<file path="src/rtl/alu_sched_pkg.sv">
// Shared ALU encodings and scheduler state type for the ALU scheduler slice.
package alu_sched_pkg;

  localparam int unsigned REG_WIDTH   = 8;
  localparam int unsigned OPP_WIDTH   = 8;
  localparam int unsigned CARRY       = 0;
  localparam int unsigned ALU_LAT_DEF = 1;

  // One-hot ALU function selects
  localparam logic [OPP_WIDTH-1:0] OP_SUM = 8'b0000_0001;
  localparam logic [OPP_WIDTH-1:0] OP_AND = 8'b0000_0010;
  localparam logic [OPP_WIDTH-1:0] OP_OR  = 8'b0000_0100;
  localparam logic [OPP_WIDTH-1:0] OP_XOR = 8'b0000_1000;
  localparam logic [OPP_WIDTH-1:0] OP_SR  = 8'b0001_0000;

  typedef enum logic [2:0] {
    ST_IDLE,
    ST_EX_RUN,
    ST_AG_LO,
    ST_AG_HI,
    ST_ACK
  } state_t;

endpackage

</file>
<file path="src/rtl/alu_rr_arb.sv">
// Two-way round-robin arbiter between EX and AG; remembers which side was last served.
module alu_rr_arb (
  input  logic i_clk,
  input  logic i_rst_n,
  input  logic i_req_ex,
  input  logic i_req_ag,
  input  logic i_upd,
  input  logic i_upd_ag,
  output logic o_gnt_valid,
  output logic o_gnt_ag
);

  logic r_last_ag;

  // Reset to AG so EX wins the first tie
  always_ff @(posedge i_clk or negedge i_rst_n) begin
    if (!i_rst_n) begin
      r_last_ag <= 1'b1;
    end else if (i_upd) begin
      r_last_ag <= i_upd_ag;
    end
  end

  assign o_gnt_valid = i_req_ex | i_req_ag;
  assign o_gnt_ag    = i_req_ag & (~i_req_ex | ~r_last_ag);

endmodule

</file>
<file path="src/rtl/alu_sched.sv">
// Shares one 8-bit ALU between the execute unit and the address generator,
// sequencing AG adds as one or two byte passes.
module alu_sched
  import alu_sched_pkg::*;
#(
  parameter int unsigned ALU_LAT = ALU_LAT_DEF,
  parameter int unsigned AW      = 2 * REG_WIDTH
) (
  input  logic                 phi1,
  input  logic                 reset_n,
  input  logic                 ex_req,
  input  logic [OPP_WIDTH-1:0] ex_func,
  input  logic [REG_WIDTH-1:0] ex_a,
  input  logic [REG_WIDTH-1:0] ex_b,
  input  logic [REG_WIDTH-1:0] ex_status_in,
  output logic                 ex_ack,
  output logic [REG_WIDTH-1:0] ex_dout,
  output logic [REG_WIDTH-1:0] ex_status,
  input  logic                 ag_req,
  input  logic [AW-1:0]        ag_base,
  input  logic [REG_WIDTH-1:0] ag_index,
  output logic                 ag_ack,
  output logic [AW-1:0]        ag_addr,
  output logic                 ag_page_cross,
  output logic                 busy,
  output logic [OPP_WIDTH-1:0] alu_func,
  output logic [REG_WIDTH-1:0] alu_a,
  output logic [REG_WIDTH-1:0] alu_b,
  output logic [REG_WIDTH-1:0] alu_status_in,
  input  logic [REG_WIDTH-1:0] alu_dout,
  input  logic [REG_WIDTH-1:0] alu_status_out
);

  localparam logic [1:0] WAIT_LAST = 2'(ALU_LAT - 1);

  state_t               r_state;
  state_t               w_state_nxt;
  logic                 w_gnt_valid;
  logic                 w_gnt_ag;
  logic                 w_done;
  logic                 w_carry;
  logic                 w_upd;
  logic                 r_sel_ag;
  logic [1:0]           r_wait;
  logic [OPP_WIDTH-1:0] r_func;
  logic [REG_WIDTH-1:0] r_a;
  logic [REG_WIDTH-1:0] r_b;
  logic [REG_WIDTH-1:0] r_status;
  logic [AW-1:0]        r_base;
  logic [REG_WIDTH-1:0] r_index;
  logic [REG_WIDTH-1:0] r_lo;
  logic [REG_WIDTH-1:0] r_ex_dout;
  logic [REG_WIDTH-1:0] r_ex_status;
  logic [AW-1:0]        r_ag_addr;
  logic                 r_page_cross;

  assign w_upd   = (r_state == ST_ACK);
  assign w_done  = (r_wait == WAIT_LAST);
  assign w_carry = alu_status_out[CARRY];

  alu_rr_arb u_arb (
    .i_clk       (phi1),
    .i_rst_n     (reset_n),
    .i_req_ex    (ex_req),
    .i_req_ag    (ag_req),
    .i_upd       (w_upd),
    .i_upd_ag    (r_sel_ag),
    .o_gnt_valid (w_gnt_valid),
    .o_gnt_ag    (w_gnt_ag)
  );

  always_ff @(posedge phi1 or negedge reset_n) begin
    if (!reset_n) begin
      r_state <= ST_IDLE;
    end else begin
      r_state <= w_state_nxt;
    end
  end

  always_comb begin
    w_state_nxt   = r_state;
    alu_func      = '0;
    alu_a         = '0;
    alu_b         = '0;
    alu_status_in = '0;
    case (r_state)
      ST_IDLE: begin
        if (w_gnt_valid) w_state_nxt = w_gnt_ag ? ST_AG_LO : ST_EX_RUN;
      end
      ST_EX_RUN: begin
        alu_func      = r_func;
        alu_a         = r_a;
        alu_b         = r_b;
        alu_status_in = r_status;
        if (w_done) w_state_nxt = ST_ACK;
      end
      ST_AG_LO: begin
        alu_func = OP_SUM;
        alu_a    = r_base[REG_WIDTH-1:0];
        alu_b    = r_index;
        if (w_done) w_state_nxt = w_carry ? ST_AG_HI : ST_ACK;
      end
      // High byte only needs +1, so it is fed as hi + 0 with carry-in set
      ST_AG_HI: begin
        alu_func             = OP_SUM;
        alu_a                = r_base[AW-1:REG_WIDTH];
        alu_status_in[CARRY] = 1'b1;
        if (w_done) w_state_nxt = ST_ACK;
      end
      ST_ACK:  w_state_nxt = ST_IDLE;
      default: w_state_nxt = ST_IDLE;
    endcase
  end

  always_ff @(posedge phi1 or negedge reset_n) begin
    if (!reset_n) begin
      r_sel_ag     <= 1'b0;
      r_wait       <= '0;
      r_func       <= '0;
      r_a          <= '0;
      r_b          <= '0;
      r_status     <= '0;
      r_base       <= '0;
      r_index      <= '0;
      r_lo         <= '0;
      r_ex_dout    <= '0;
      r_ex_status  <= '0;
      r_ag_addr    <= '0;
      r_page_cross <= 1'b0;
    end else begin
      if ((r_state inside {ST_EX_RUN, ST_AG_LO, ST_AG_HI}) && !w_done) begin
        r_wait <= r_wait + 2'd1;
      end else begin
        r_wait <= '0;
      end

      if (r_state == ST_IDLE && w_gnt_valid) begin
        r_sel_ag <= w_gnt_ag;
        if (w_gnt_ag) begin
          r_base  <= ag_base;
          r_index <= ag_index;
        end else begin
          r_func   <= ex_func;
          r_a      <= ex_a;
          r_b      <= ex_b;
          r_status <= ex_status_in;
        end
      end

      if (w_done) begin
        case (r_state)
          ST_EX_RUN: begin
            r_ex_dout   <= alu_dout;
            r_ex_status <= alu_status_out;
          end
          ST_AG_LO: begin
            r_lo <= alu_dout;
            if (!w_carry) begin
              r_ag_addr    <= {r_base[AW-1:REG_WIDTH], alu_dout};
              r_page_cross <= 1'b0;
            end
          end
          ST_AG_HI: begin
            r_ag_addr    <= {alu_dout, r_lo};
            r_page_cross <= 1'b1;
          end
          default: ;
        endcase
      end
    end
  end

  assign ex_ack        = w_upd & ~r_sel_ag;
  assign ag_ack        = w_upd & r_sel_ag;
  assign busy          = (r_state != ST_IDLE);
  assign ex_dout       = r_ex_dout;
  assign ex_status     = r_ex_status;
  assign ag_addr       = r_ag_addr;
  assign ag_page_cross = r_page_cross;

endmodule
</file>
<file path="config.mk">
export PLATFORM = sky130hd
export DESIGN_NAME = alu_sched
export DESIGN_NICKNAME = d
export VERILOG_FILES = /design/src/rtl/alu_sched_pkg.sv /design/src/rtl/alu_rr_arb.sv /design/src/rtl/alu_sched.sv
export SDC_FILE = /design/constraint.sdc
export NUM_CORES = 1
export LEC_CHECK = 0
export CAP_MARGIN = 15
export CORE_UTILIZATION = 40
export DETAILED_ROUTE_END_ITERATION = 10
export PLACE_DENSITY_LB_ADDON = 0.15
export SLEW_MARGIN = 20
export SYNTH_ARGS = -nofsm -noshare
export SYNTH_HDL_FRONTEND = slang
export SYNTH_SLANG_ARGS = --single-unit
</file>
<file path="constraint.sdc">
create_clock -name phi1 -period 1.6 [get_ports phi1]
set_clock_uncertainty 0.05 [all_clocks]
set_input_delay 0.16 -clock phi1 [delete_from_list [all_inputs] [get_ports phi1]]
set_output_delay 0.16 -clock phi1 [all_outputs]
set_load 0.02 [all_outputs]
</file>
==> impl_metrics.tcl, run 1 <==
set metrics [dict create \
    outcome "finished, violations left" \
    violations "DRC, setup timing" \
    path_common_cell "buf_12" \
    post-dp-hpwl_mm 8.103 \
    min_period_ps 1866 \
    ys_warn_count 0 \
    placedCellCount 650 \
    seqPwrFrac 0.303 \
    p_clk_frac 0.131 \
    synth_top_area_share 0.5367 \
    worst-path-stages 6 \
    tightest_slew_ps 570.9 \
    die_y_um 111.6 \
    cp_cell_sequence "buf_12 -> nor2b_2 -> buf_12 -> and3_4 -> bufbuf_16 -> mux2_4" \
    hp-class "input pin to asynchronous set/reset pin" \
    wl_per_cell_um 17.97 \
    ant_nets 0 \
    rows 39 \
    drv_slew 0 \
    track_usage 0.2037 \
    critical_path_class "flop to flop" \
    ys_types 37 \
    via_per_inst 5.050 \
    grt_max_degree 41 \
    synth_area_leaders "dfrtp_1, mux2_2, mux2_4, a22oi_1, buf_6" \
    drv_cap 0 \
    synth.most_common_cell "dfrtp_1" \
    async_flop_share 1.000 \
    max_stage_delay_ps 410 \
    via_count 3454 \
    htreeDepth 3 \
    worstSetupStartpointType "flop" \
    path_buf_inv 3 \
    synth_edf_count 0 \
    drt-initial-drc-count 130 \
    crit_family "buffers and inverters" \
    drc_errors 9 \
    root_buffer "clkbuf_16" \
    total_power_uw 15830 \
    fillers 884 \
    worst_r2r_path_depth 6 \
    nets 613 \
    gp_congestion 0.8010 \
    core_area_sq_um 11560 \
    grt_overflow 0 \
    post-place-ws_ps -302.8 \
    path_max_fanout 17 \
    synth_commonest_cells "dfrtp_1, mux2_2, nor2_1" \
    cts_tree "done" \
    crit_slowest_cell "dfrtp_1" \
    ys_seq_area_frac 0.5422 \
    insertion_delay_ps 340 \
    io_pins 144 \
    synthCells 342 \
    final_layout_size_suffix_gt1_frac 0.5287 \
    seqCellArea_sq_um 2605 \
    grt_pass1_vias 3745 \
    multi_input_area_sq_um 2323 \
    area_growth_pct 59.07 \
    p_int_uw 10400 \
    pwr_density_cell_nw_per_um2 2073 \
    fmaxAchievable_mhz 535.8 \
    finalNonFillerCells 684 \
    syn-num-nets 419 \
    timing.final.crit_share 1.167 \
    finalHoldViolations 0 \
    rsz0062_at_grt "yes" \
    synth_top_area_cell "dfrtp_1" \
    die-area_sq_um 12450 \
    p_sw_frac 0.3428 \
    p_leak_uw 0.003436 \
    clk_pin_slew_ps 70 \
    clk_path_buf_depth 2 \
    dr.pass1.iters 8 \
    maxSlewHeadroom 0.6194 \
    io_buffers 143 \
    netSwitchingPower_uw 5426 \
    ys_ff_latch 104 \
    cp-end-kind "flop" \
    die_w_um 111.6 \
    syn_area_sq_um 4802 \
    placed_cell_area_sq_um 6759 \
    postSynthAreaPerCell_sq_um 14.04 \
    antenna_cells 0 \
    grt_pass1_wl_mm 19.61 \
    p_comb_frac 0.566 \
    start_util 0.4152 \
    peakVddDrop_mv 1.195 \
    wirelength_mm 12.29 \
    antenna_found_initial 0 \
    cts.sinks 104 \
    synthFlopType "dfrtp_1" \
    cts_buffers 9 \
    setup-violations-final 127 \
    setup_slack_ps -266.4 \
    arrival_ps 2050 \
    final_area_sq_um 7639 \
    crit_required_ps 1780 \
]
path summary, 6_finish.rpt:
path                                         from                        to  slack, ps
setup / recovery           r_state[1]$_DFFE_PN0P_    ex_dout[0]$_DFFE_PN0P_       -270
hold / removal                            reset_n  ex_status[7]$_DFFE_PN0P_        300
setup reg to reg           r_state[1]$_DFFE_PN0P_    ex_dout[0]$_DFFE_PN0P_       -270
hold reg to reg               r_wait[0]$_DFF_PN0_       r_wait[0]$_DFF_PN0_        380
max in group asynchronous                 reset_n    r_state[0]$_DFFE_PN0P_        640
min in group phi1               alu_status_out[1]  ex_status[1]$_DFFE_PN0P_        370
flip-flops by register name, summed over array words and instances, names as in the netlist:
register and cells:
ag_page_cross 1, r_wait 2, r_sel_ag 1, ex_status 8
u_arb.r_last_ag 1, ex_dout 8, r_b 8, r_status 8
r_a 8, r_index 8, r_state 3, ag_addr 16
r_func 8, r_base 16, r_lo 8
through the flow:
step             util  setup TNS, ps  hold slack [ps]
2_1_floorplan       -         -228.1           -185.6
3_3_place_gp   0.5844         -19040            147.2
3_5_place_dp   0.5844         -19720            154.3
4_1_cts        0.6353         -24070            326.1
5_1_grt        0.6605         -28310            347.6
6_report       0.6605         -21700            298.1
power by group through the flow:
stage | logic [uW] | registers [uW] | clock network (uW)
floorplan | 4030 | 5040 | 0
global placement | 7410 | 4690 | 0
detailed placement | 7520 | 4750 | 0
CTS | 8280 | 4760 | 2150
global route | 9500 | 4960 | 2260
finish | 8950 | 4800 | 2080
routing by layer:
metal	up-vias	wire length, um	GRT usage
li1	1602	-	-
met1	1734	5265	0.2485
met2	108	6139	0.3475
met3	10	743	0.06097
met4	0	143	0.06216
met5	-	0	0
placed cells by master, fill, tap and decap left out, types with 2 or more instances in the layout:
| cell | instances |
|---|---|
| buf_8 | 2 |
| nor3_1 | 2 |
| clkdlybuf4s50_1 | 106 |
| a22oi_1 | 7 |
| a21oi_1 | 3 |
| and3_4 | 3 |
| mux2_4 | 49 |
| mux2_2 | 69 |
| a22oi_2 | 9 |
| nor2_2 | 10 |
| buf_2 | 2 |
| nor2_4 | 4 |
| buf_6 | 34 |
| inv_1 | 6 |
| buf_16 | 3 |
| dfrtp_1 | 102 |
| clkbuf_16 | 11 |
| and2_4 | 14 |
| nand3b_4 | 2 |
| buf_4 | 41 |
| nand2_1 | 4 |
| nor2_1 | 9 |
| mux2_1 | 2 |
| o21ai_0 | 3 |
| clkinvlp_4 | 2 |
| buf_12 | 12 |
| clkbuf_8 | 2 |
area by class of cell:
cell class                      count  area share
Clock buffer                       12     0.03358
Clock inverter                      4    0.003767
Inverter                            7    0.003440
Multi-Input combinational cell    209      0.3042
Sequential cell                   104      0.3410
Tap cell                          143     0.02342
Timing Repair Buffer              205      0.2906
cells by family after synthesis:
family / share of synthesized area
buf+inv: 0.04013
simple gates: 0.07035
compound gates: 0.04769
flops: 0.5422
fa+ha+maj: 0.002605
mux: 0.2970
timing repair:
| item | CTS | global route |
|---|---|---|
| pin swaps | 9 | 22 |
| endpoints found under the hold margin | 35 | 0 |
| setup endpoints to repair | 131 | 133 |
| hold buffers | 1 | 0 |
| setup buffers | 4 | 6 |
| gates resized for setup | 219 | 73 |
| gates cloned | 6 | 3 |
No activity file was read; power rests on OpenSTA's default activity.
==> inputs of run 2 (changes only) <==
Settings changed: GPL_ROUTABILITY_DRIVEN from default to 0.
==> results of run 2 <==
The final DEF is identical to that of run 1; final timing and power are the same.
==> inputs of run 3 (changes only) <==
--- a/config.mk
+++ b/config.mk
@@ -7,5 +7,6 @@
 export LEC_CHECK = 0
 export CAP_MARGIN = 15
-export CORE_UTILIZATION = 40
+export CORE_UTILIZATION = 37
+export CTS_CLUSTER_SIZE = 10
 export DETAILED_ROUTE_END_ITERATION = 10
 export GPL_ROUTABILITY_DRIVEN = 0
==> constraint.sdc (replaced) <==
create_clock -name phi1 -period 1.6 [get_ports phi1]
set_clock_uncertainty 0.05 [all_clocks]
set_input_delay 0.32 -clock phi1 [delete_from_list [all_inputs] [get_ports phi1]]
set_output_delay 0.32 -clock phi1 [all_outputs]
set_load 0.02 [all_outputs]
==> run 3 against run 2 <==
  * The flow finishes with violations (setup timing)
  * Die area rose by 8.0%
  * Worst setup slack got worse by 120 ps
  * Count of clock-buffer cells in the layout shrank 2
  * First-iteration DRC count grew 16%
  * Sequential share of layout area shrank 0.43 points
  * Critical path depth did not move
  * Hold slack improved by 120 ps
  * Total power increased by 1.0%
  * Critical path type is now flop to primary output
  * Critical endpoint is now alu_b[2]
  * Largest cell class unchanged
  * Largest power group unchanged
==> impl_metrics.tcl, run 3 (synthesis gave the netlist of run 1 again) <==
set metrics [dict create \
    drc_errors 0 \
    multi_input_area_sq_um 2318 \
    finalHoldViolations 0 \
    fillers 1026 \
    rsz0062_at_grt "yes" \
    seqCellArea_sq_um 2606 \
    die-area_sq_um 13440 \
    wirelength_mm 12.60 \
    grt_pass1_vias 3618 \
    tightest_slew_ps 329.6 \
    worst-path-stages 6 \
    fmaxAchievable_mhz 504.6 \
    die_y_um 115.9 \
    hp-class "flop to flop" \
    peakVddDrop_mv 1.077 \
    fin_util 0.6133 \
    drv_cap 0 \
    worst_r2r_path_depth 7 \
    drt-initial-drc-count 151 \
    maxSlewHeadroom 0.7771 \
    clk_pin_slew_ps 80 \
    outcome "finished, violations left" \
    setup-violations-final 131 \
    arrival_ps 1610 \
    final_layout_size_suffix_gt1_frac 0.5362 \
    antenna_cells 0 \
    mostFrequentLayoutCells "dfrtp_1, clkdlybuf4s50_1, mux2_2" \
    crit_slowest_cell "dfrtp_2" \
    cts_buffers 9 \
    r2r_slack_ps -270 \
    critical_path_class "flop to primary output" \
    die_w_um 115.9 \
    crit_required_ps 1230 \
    post-place-ws_ps -502.5 \
    clk_path_buf_depth 2 \
    core_area_sq_um 12620 \
    ant_nets 0 \
    r2r-end "ex_status[4]$_DFFE_PN0P_" \
    pwr_density_cell_nw_per_um2 2066 \
    max_stage_delay_ps 420 \
    grt_overflow 0 \
    dr.pass1.iters 6 \
    post-dp-hpwl_mm 8.009 \
    min_period_ps 1982 \
    path_buf_inv 3 \
    placed_cell_area_sq_um 6835 \
    wl_per_cell_um 17.40 \
    cts_tree "done" \
    drv_slew 0 \
    violations "setup timing" \
    setup_slack_ps -381.8 \
    p_leak_uw 0.003548 \
    rows 41 \
    grt_pass1_wl_mm 19.12 \
    start_util 0.3805 \
    cp-end-kind "primary output" \
    hp-start "r_wait[0]$_DFF_PN0_" \
    worstSetupStartpointType "flop" \
    insertion_delay_ps 350 \
    holdPathStages 1 \
    root_buffer "clkbuf_16" \
    nets 624 \
    path_max_fanout 5 \
    grt_max_degree 54 \
    tns_ps -27260 \
    io_pins 144 \
    io_buffers 143 \
    final_area_sq_um 7740 \
    timing.final.crit_share 1.239 \
    crit_family "buffers and inverters" \
    htreeDepth 3 \
    area_growth_pct 61.18 \
    via_per_inst 4.794 \
    cts.sinks 104 \
    via_count 3471 \
    track_usage 0.1916 \
    antenna_found_initial 0 \
    final_common_cell "dfrtp_1" \
    worstHoldEndpoint "r_wait[0]$_DFF_PN0_" \
    cp_cell_sequence "buf_6 -> nor2b_4 -> buf_8 -> a22oi_2 -> nor2_1 -> buf_4" \
    reg2reg_from "r_state[0]$_DFFE_PN0P_" \
]
run 3: cell types whose count changed in the layout (fill, tap and decap cells not counted), sizes merged, moves of 2 or more:
| cell | change |
|---|---|
| dlygate4sd2 | +33 |
| clkdlybuf4s50 | -32 |
| buf | +8 |
| inv | +3 |
| clkinvlp | -2 |
run 3: power breakdown:
group          total, uW  leakage, uW  internal [uW]  switching, uW
clock               2310     0.000154           1280           1030
sequential          4800      0.00124           3970            831
combinational       8870      0.00216           5170           3710
run 3: area by class of cell:
cell class	instances	area share
Tap cell	172	0.02780
Sequential cell	104	0.3367
Inverter	7	0.003395
Multi-Input combinational cell	209	0.2995
Clock buffer	10	0.03088
Clock inverter	6	0.009538
Timing Repair Buffer	216	0.2921
run 3: routing by layer:
layer / routed length [um] / global-route usage
met5: 0 / 0
met4: 205 / 0.05470
met3: 871 / 0.07061
met2: 6056 / 0.3159
met1: 5467 / 0.2354
run 3: how the worst max path moves through the flow:
stage	slack, ps	from	endpoint
after floorplan	-20	r_state[0]$_DFFE_PN0P_	alu_a[0]
after global placement	-440	r_state[0]$_DFFE_PN0P_	alu_a[7]
after detailed placement	-500	r_state[0]$_DFFE_PN0P_	alu_a[5]
after CTS	-400	r_state[0]$_DFFE_PN0P_	alu_a[5]
after global routing	-470	r_state[0]$_DFFE_PN0P_	alu_a[5]
final	-380	r_state[0]$_DFFE_PN0P_	alu_b[2]
run 3: timing repair:
item | CTS | global route
cloned | 7 | 5
resized for setup | 270 | 30
hold buffers | 1 | 0
pin swaps | 7 | 10
setup endpoints to repair | 164 | 132
buffers inserted | 14 | 1
endpoints found under the hold margin | 103 | 0
run 3: worst register-to-register path, delay by kind of cell (launching register included):
| family | cells | cell delay (ps) |
|---|---|---|
| buffers and inverters | 4 | 550 |
| and+or+nand+nor | 2 | 440 |
| DFF | 1 | 420 |
| muxes | 1 | 290 |
run 3: through the flow:
step / hold WS (ps) / power [uW] / std cells
CTS: 390.3 / 15680 / 720
floorplan: -25.59 / 9206 / 342
detailed placement: 299.3 / 12340 / 682
global route: 439.7 / 16830 / 724
global placement: 304.9 / 12230 / 682
finish: 419.7 / 15990 / 724
